==> src/rtl/capture_readout.sv <==
// Capture BRAM ring readout: streams 0x55, 0xAA, then every sample oldest-first, LS byte first.
// Optional trailing XOR checksum byte when READOUT_CHECKSUM_EN is defined.
`timescale 1ns/1ps

module capture_readout #(
  parameter int DATA_WIDTH          = 8,
  parameter int ADDR_WIDTH          = 11,
  parameter int PRE_TRIGGER_SAMPLES = (1 << ADDR_WIDTH) / 2
) (
  input  logic                  clk,
  input  logic                  rst_n,
  input  logic                  start,
  input  logic                  capture_done,
  input  logic [ADDR_WIDTH-1:0] trigger_index,
  output logic                  rd_en,
  output logic [ADDR_WIDTH-1:0] rd_addr,
  input  logic [DATA_WIDTH-1:0] rd_data,
  output logic [7:0]            tx_data,
  output logic                  tx_valid,
  input  logic                  tx_ready,
  output logic                  busy,
  output logic                  readout_done
);

  localparam int BYTES  = DATA_WIDTH / 8;
  localparam int BYTE_W = (BYTES > 1) ? $clog2(BYTES) : 1;
  localparam int CNT_W  = ADDR_WIDTH + 1;

  localparam logic [CNT_W-1:0]      DEPTH_CNT = CNT_W'(1) << ADDR_WIDTH;
  localparam logic [ADDR_WIDTH-1:0] PRE_OFS   = ADDR_WIDTH'(PRE_TRIGGER_SAMPLES);
  localparam logic [BYTE_W-1:0]     LAST_BYTE = BYTE_W'(BYTES - 1);

  typedef enum logic [2:0] {
    S_IDLE,
    S_HDR0,
    S_HDR1,
    S_FETCH,
    S_WAIT,
    S_SEND,
    S_FIN
`ifdef READOUT_CHECKSUM_EN
    , S_CSUM
`endif
  } state_t;

  state_t                  state_q,      state_d;
  logic [ADDR_WIDTH-1:0]   rd_addr_q,    rd_addr_d;
  logic [CNT_W-1:0]        sample_cnt_q, sample_cnt_d;
  logic [DATA_WIDTH-1:0]   shift_q,      shift_d;
  logic [BYTE_W-1:0]       byte_cnt_q,   byte_cnt_d;
  logic                    busy_q,       busy_d;
  logic [CNT_W-1:0]        cnt_inc;
`ifdef READOUT_CHECKSUM_EN
  logic [7:0]              csum_q,       csum_d;
`endif

  assign cnt_inc = sample_cnt_q + CNT_W'(1);

  always_comb begin
    // NOTE: every signal assigned here gets a default first so no path leaves it unassigned (no latches).
    state_d      = state_q;
    rd_addr_d    = rd_addr_q;
    sample_cnt_d = sample_cnt_q;
    shift_d      = shift_q;
    byte_cnt_d   = byte_cnt_q;
    busy_d       = busy_q;
`ifdef READOUT_CHECKSUM_EN
    csum_d       = csum_q;
`endif
    rd_en        = 1'b0;
    tx_valid     = 1'b0;
    tx_data      = 8'h00;
    readout_done = 1'b0;

    case (state_q)
      S_IDLE: begin
        if (start && capture_done) begin
          state_d      = S_HDR0;
          busy_d       = 1'b1;
          rd_addr_d    = trigger_index - PRE_OFS;
          sample_cnt_d = '0;
          byte_cnt_d   = '0;
`ifdef READOUT_CHECKSUM_EN
          csum_d       = 8'h00;
`endif
        end
      end
      S_HDR0: begin
        tx_valid = 1'b1;
        tx_data  = 8'h55;
        if (tx_ready) state_d = S_HDR1;
      end
      S_HDR1: begin
        tx_valid = 1'b1;
        tx_data  = 8'hAA;
        if (tx_ready) state_d = S_FETCH;
      end
      S_FETCH: begin
        rd_en   = 1'b1;
        state_d = S_WAIT;
      end
      S_WAIT: begin
        shift_d    = rd_data;
        byte_cnt_d = '0;
        state_d    = S_SEND;
      end
      S_SEND: begin
        tx_valid = 1'b1;
        tx_data  = shift_q[7:0];
        if (tx_ready) begin
`ifdef READOUT_CHECKSUM_EN
          csum_d = csum_q ^ shift_q[7:0];
`endif
          if (byte_cnt_q == LAST_BYTE) begin
            rd_addr_d    = rd_addr_q + ADDR_WIDTH'(1);
            sample_cnt_d = cnt_inc;
            if (cnt_inc == DEPTH_CNT) begin
`ifdef READOUT_CHECKSUM_EN
              state_d = S_CSUM;
`else
              state_d = S_FIN;
`endif
            end else begin
              state_d = S_FETCH;
            end
          end else begin
            shift_d    = shift_q >> 8;
            byte_cnt_d = byte_cnt_q + BYTE_W'(1);
          end
        end
      end
`ifdef READOUT_CHECKSUM_EN
      S_CSUM: begin
        tx_valid = 1'b1;
        tx_data  = csum_q;
        if (tx_ready) state_d = S_FIN;
      end
`endif
      S_FIN: begin
        readout_done = 1'b1;
        busy_d       = 1'b0;
        state_d      = S_IDLE;
      end
      default: state_d = S_IDLE;
    endcase

    // Losing capture_done mid-frame means the ring contents are no longer trustworthy.
    if (state_q != S_IDLE && state_q != S_FIN && !capture_done) begin
      state_d = S_IDLE;
      busy_d  = 1'b0;
    end
  end

  always_ff @(posedge clk or negedge rst_n) begin
    if (!rst_n) begin
      state_q      <= S_IDLE;
      rd_addr_q    <= '0;
      sample_cnt_q <= '0;
      shift_q      <= '0;
      byte_cnt_q   <= '0;
      busy_q       <= 1'b0;
`ifdef READOUT_CHECKSUM_EN
      csum_q       <= 8'h00;
`endif
    end else begin
      // NOTE: non-blocking assignments so every flop updates from pre-edge values.
      state_q      <= state_d;
      rd_addr_q    <= rd_addr_d;
      sample_cnt_q <= sample_cnt_d;
      shift_q      <= shift_d;
      byte_cnt_q   <= byte_cnt_d;
      busy_q       <= busy_d;
`ifdef READOUT_CHECKSUM_EN
      csum_q       <= csum_d;
`endif
    end
  end

  assign rd_addr = rd_addr_q;
  assign busy    = busy_q;

endmodule
==> config.mk <==
export PLATFORM = sky130hd
export DESIGN_NAME = capture_readout
export DESIGN_NICKNAME = d
export VERILOG_FILES = /design/src/rtl/capture_readout.sv
export SDC_FILE = /design/constraint.sdc
export NUM_CORES = 1
export LEC_CHECK = 0
export BUFFER_PORTS_ARGS = -buffer_cell sky130_fd_sc_hd__buf_2
export CELL_PAD_IN_SITES_DETAIL_PLACEMENT = 0
export CELL_PAD_IN_SITES_GLOBAL_PLACEMENT = 1
export CORE_MARGIN = 3
export CORE_UTILIZATION = 43
export DETAILED_ROUTE_END_ITERATION = 10
export PLACE_DENSITY_LB_ADDON = 0.1
export SLEW_MARGIN = 0
export SYNTH_ARGS = -nofsm -noshare
export SYNTH_HDL_FRONTEND = slang
export SYNTH_SLANG_ARGS = --single-unit
==> constraint.sdc <==
create_clock -name clk -period 3.5 [get_ports clk]
set_clock_uncertainty 0.2 [all_clocks]
set_input_delay 0.525 -clock clk [delete_from_list [all_inputs] [get_ports clk]]
set_output_delay 0.525 -clock clk [all_outputs]
set_load 0.005 [all_outputs]
==> flow_summary.yaml <==
sta:
  timing.hold.ws_ns: 0.127
  tightestPinTransition_ns: 0.821
  layout_setup_ws_ns: 1.18
  setup_viol: 0
  slew_headroom_pct: 45.2
  hold_violations: 0
  timing.final.crit_share_pct: 66.3
  rsz0062_at_grt: "false"
  finalSetupTns_ns: 0
  period_minus_slack_ns: 2.32
  fmax_mhz: 431
  drv_slew: 0
finish:
  area_delta_synth_final_pct: 17.2
  fillers: 418
  finalInstanceArea_um2: 2410
  drive_gt1_share_pct: 26.7
  utilization_pct: 53.8
  antenna_cells: 0
  fin_nets: 296
detailed_routing:
  vias: 1836
  drt_wl_total_um: 4840
  firstDrtPassIters: 4
  drtIter0Drc: 165
  wire_per_inst_um: 15.0
  via_per_inst: 5.70
  ant_nets: 0
  drcViolationCount: 0
setup_path:
  worstPathRequired_ns: 3.47
  path_class: "flip-flop to flip-flop"
  critPathLaunch: "state_q[0]"
  critical_path.top_delay_family: "compound AO/OA/AOI/OAI gates"
  cp.arrival_ns: 2.29
  critical-path-max-stage-delay_ns: 0.68
  end_kind: "flip-flop"
  slowest_stage: "a21oi_2"
  start_kind: "flip-flop"
  crit_fanout: 19
  path_cells: "nor2_1, nand3_1, a21oi_2, o21ai_0, a22o_1"
  path_buf_inv: 0
  r2r_start: "state_q[0]"
  r2r_setup_slack_ns: 1.18
floorplanning:
  dieWidth_um: 75.1
  io_pins: 47
  rows: 24
  core_um2: 4470
  start_util_pct: 45.9
  die_area_um2: 5640
  die-height_um: 75.1
placed_design:
  placed_area_um2: 2290
  gp_congestion: 0.844
  pre_cts_slack_ns: 1.16
  dp_hpwl_um: 3400
  portBuffers: 46
cts:
  clk_latency_ns: 0.28
  cts_root_buf: "clkbuf_8"
  cts_resized: 0
  cts_made_buffers: 5
  cts_buffer_depth: 2
  clk_pin_slew_ns: 0.07
  cts_hold_buffers: 0
  h-tree-depth: 2
  cts_setup_buffers: 0
  cts_tree: "done"
  cts_sinks: 35
yosys:
  synth_cells: 228
  async_flop_share_pct: 100
  syn-num-nets: 255
  yosysWarningCount: 0
  yosys-top-cells-count: "dfrtp_1, nand2_1, a21oi_1"
  synth_area_leaders: "dfrtp_1, nand2_1, a21oi_1"
  ys_ff_latch: 35
  synthFlopType: "dfrtp_1"
  netlist.area_leader.share_pct: 42.7
  netlist_area_um2: 2050
  yosys.area.top_type: "dfrtp_1"
  yosysUniqueCellTypes: 45
  yosysSeqAreaShare_pct: 42.7
  yosysMostFrequentCell: "dfrtp_1"
  synth_edf_count: 0
  synth_area_per_cell_um2: 9.01
flow_run:
  maxCapViolCount: 0
global_route:
  use_met3_pct: 3.87
  globalRoute.busiestLayer: "met2"
  grtUsageMet1_pct: 25.9
  antenna_found_initial: 0
  grt_use_total_pct: 18.1
  grt_pass1_wl_um: 7970
  grt_pass1_vias: 1708
  globalRouteOverflowTotal: 0
  grt_max_degree: 36
  gr-usage-met2_pct: 27.7
power_and_ir_drop:
  pwr_density_cell_nw_per_um2: 628
  leakage_nw: 1.14
  ir_drop_uv: 388
hold_path:
  worst_hold_path_type: "primary input to async pin"
run_status:
  status: "finished clean"
==> cell families after synthesis <==
family,Yosys count,share of synthesized area (%)
AND/OR/NAND/NOR,87,22.1
AO/OA/AOI/OAI,69,20.8
flip-flops,35,42.7
buffers and inverters,17,4.02
XOR/XNOR,9,4.21
multiplexers,8,4.39
adder cells (fa/ha/maj),3,1.83
==> cell type report <==
| class | count | area [um^2] | area share [%] |
|---|---|---|---|
| multi-input cells | 176 | 1090 | 45.5 |
| flip-flops and latches | 35 | 876 | 36.4 |
| repair buffers | 47 | 238 | 9.88 |
| clock buffers | 6 | 82.6 | 3.43 |
| well taps | 52 | 65.1 | 2.70 |
| clock inverters | 2 | 35.0 | 1.46 |
| inverters | 4 | 15.0 | 0.624 |
==> state kept, by name (all words and copies together), names as in the netlist <==
| register | flops |
|---|---|
| busy | 1 |
| rd_addr | 11 |
| shift_q | 8 |
| state_q | 3 |
| sample_cnt_q | 12 |
==> path summary, 6_finish.rpt <==
| path | end | cells after the start |
|---|---|---|
| worst min register to register | shift_q[3] | 1 |
| worst max-delay path | sample_cnt_q[10] | 5 |
| max in group asynchronous | rd_addr[10] | 1 |
| worst max register to register | sample_cnt_q[10] | 5 |
| min in group clk | rd_addr[0] | 3 |
| worst min-delay path | busy | 1 |
==> metrics by stage <==
| stage | std cells | power, mW |
|---|---|---|
| after floorplan | 228 | 0.938 |
| after global placement | 314 | 1.13 |
| after detailed placement | 314 | 1.14 |
| after CTS | 322 | 1.52 |
| after global routing | 322 | 1.62 |
| final | 322 | 1.51 |
==> layout by cell type (no fill, tap or decap), types with 4 or more instances in the layout <==
cell type	Yosys	final
o22ai_1	4	4
and3_1	5	5
nand2_1	31	31
a32o_1	4	4
nand4_1	4	4
clkbuf_8	0	6
nor2_1	16	16
buf_2	2	46
a21oi_1	23	23
xor2_1	8	8
nand3_1	13	13
nor3_1	4	4
dfrtp_1	35	35
mux2_2	8	8
o21a_1	4	4
o21ai_0	19	19
==> report_power, final <==
part           internal [mW]  switching, mW
logic                  0.231          0.234
registers              0.529          0.138
clock network          0.231          0.148
total                  0.990          0.520
==> routing by layer <==
layer | vias to the layer above | routed length [um]
li1 | 907 | -
met1 | 878 | 2440
met2 | 45 | 2180
met3 | 6 | 171
met4 | 0 | 47
met5 | - | 0
==> worst reg2reg max path: cells and delay by family, from the launching register on <==
| kind | cells | cell delay (ns) |
|---|---|---|
| AOI/OAI and AO/OA | 3 | 1.16 |
| DFF | 1 | 0.53 |
| and+or+nand+nor | 2 | 0.33 |
No activity file was read; power rests on OpenSTA's default activity.
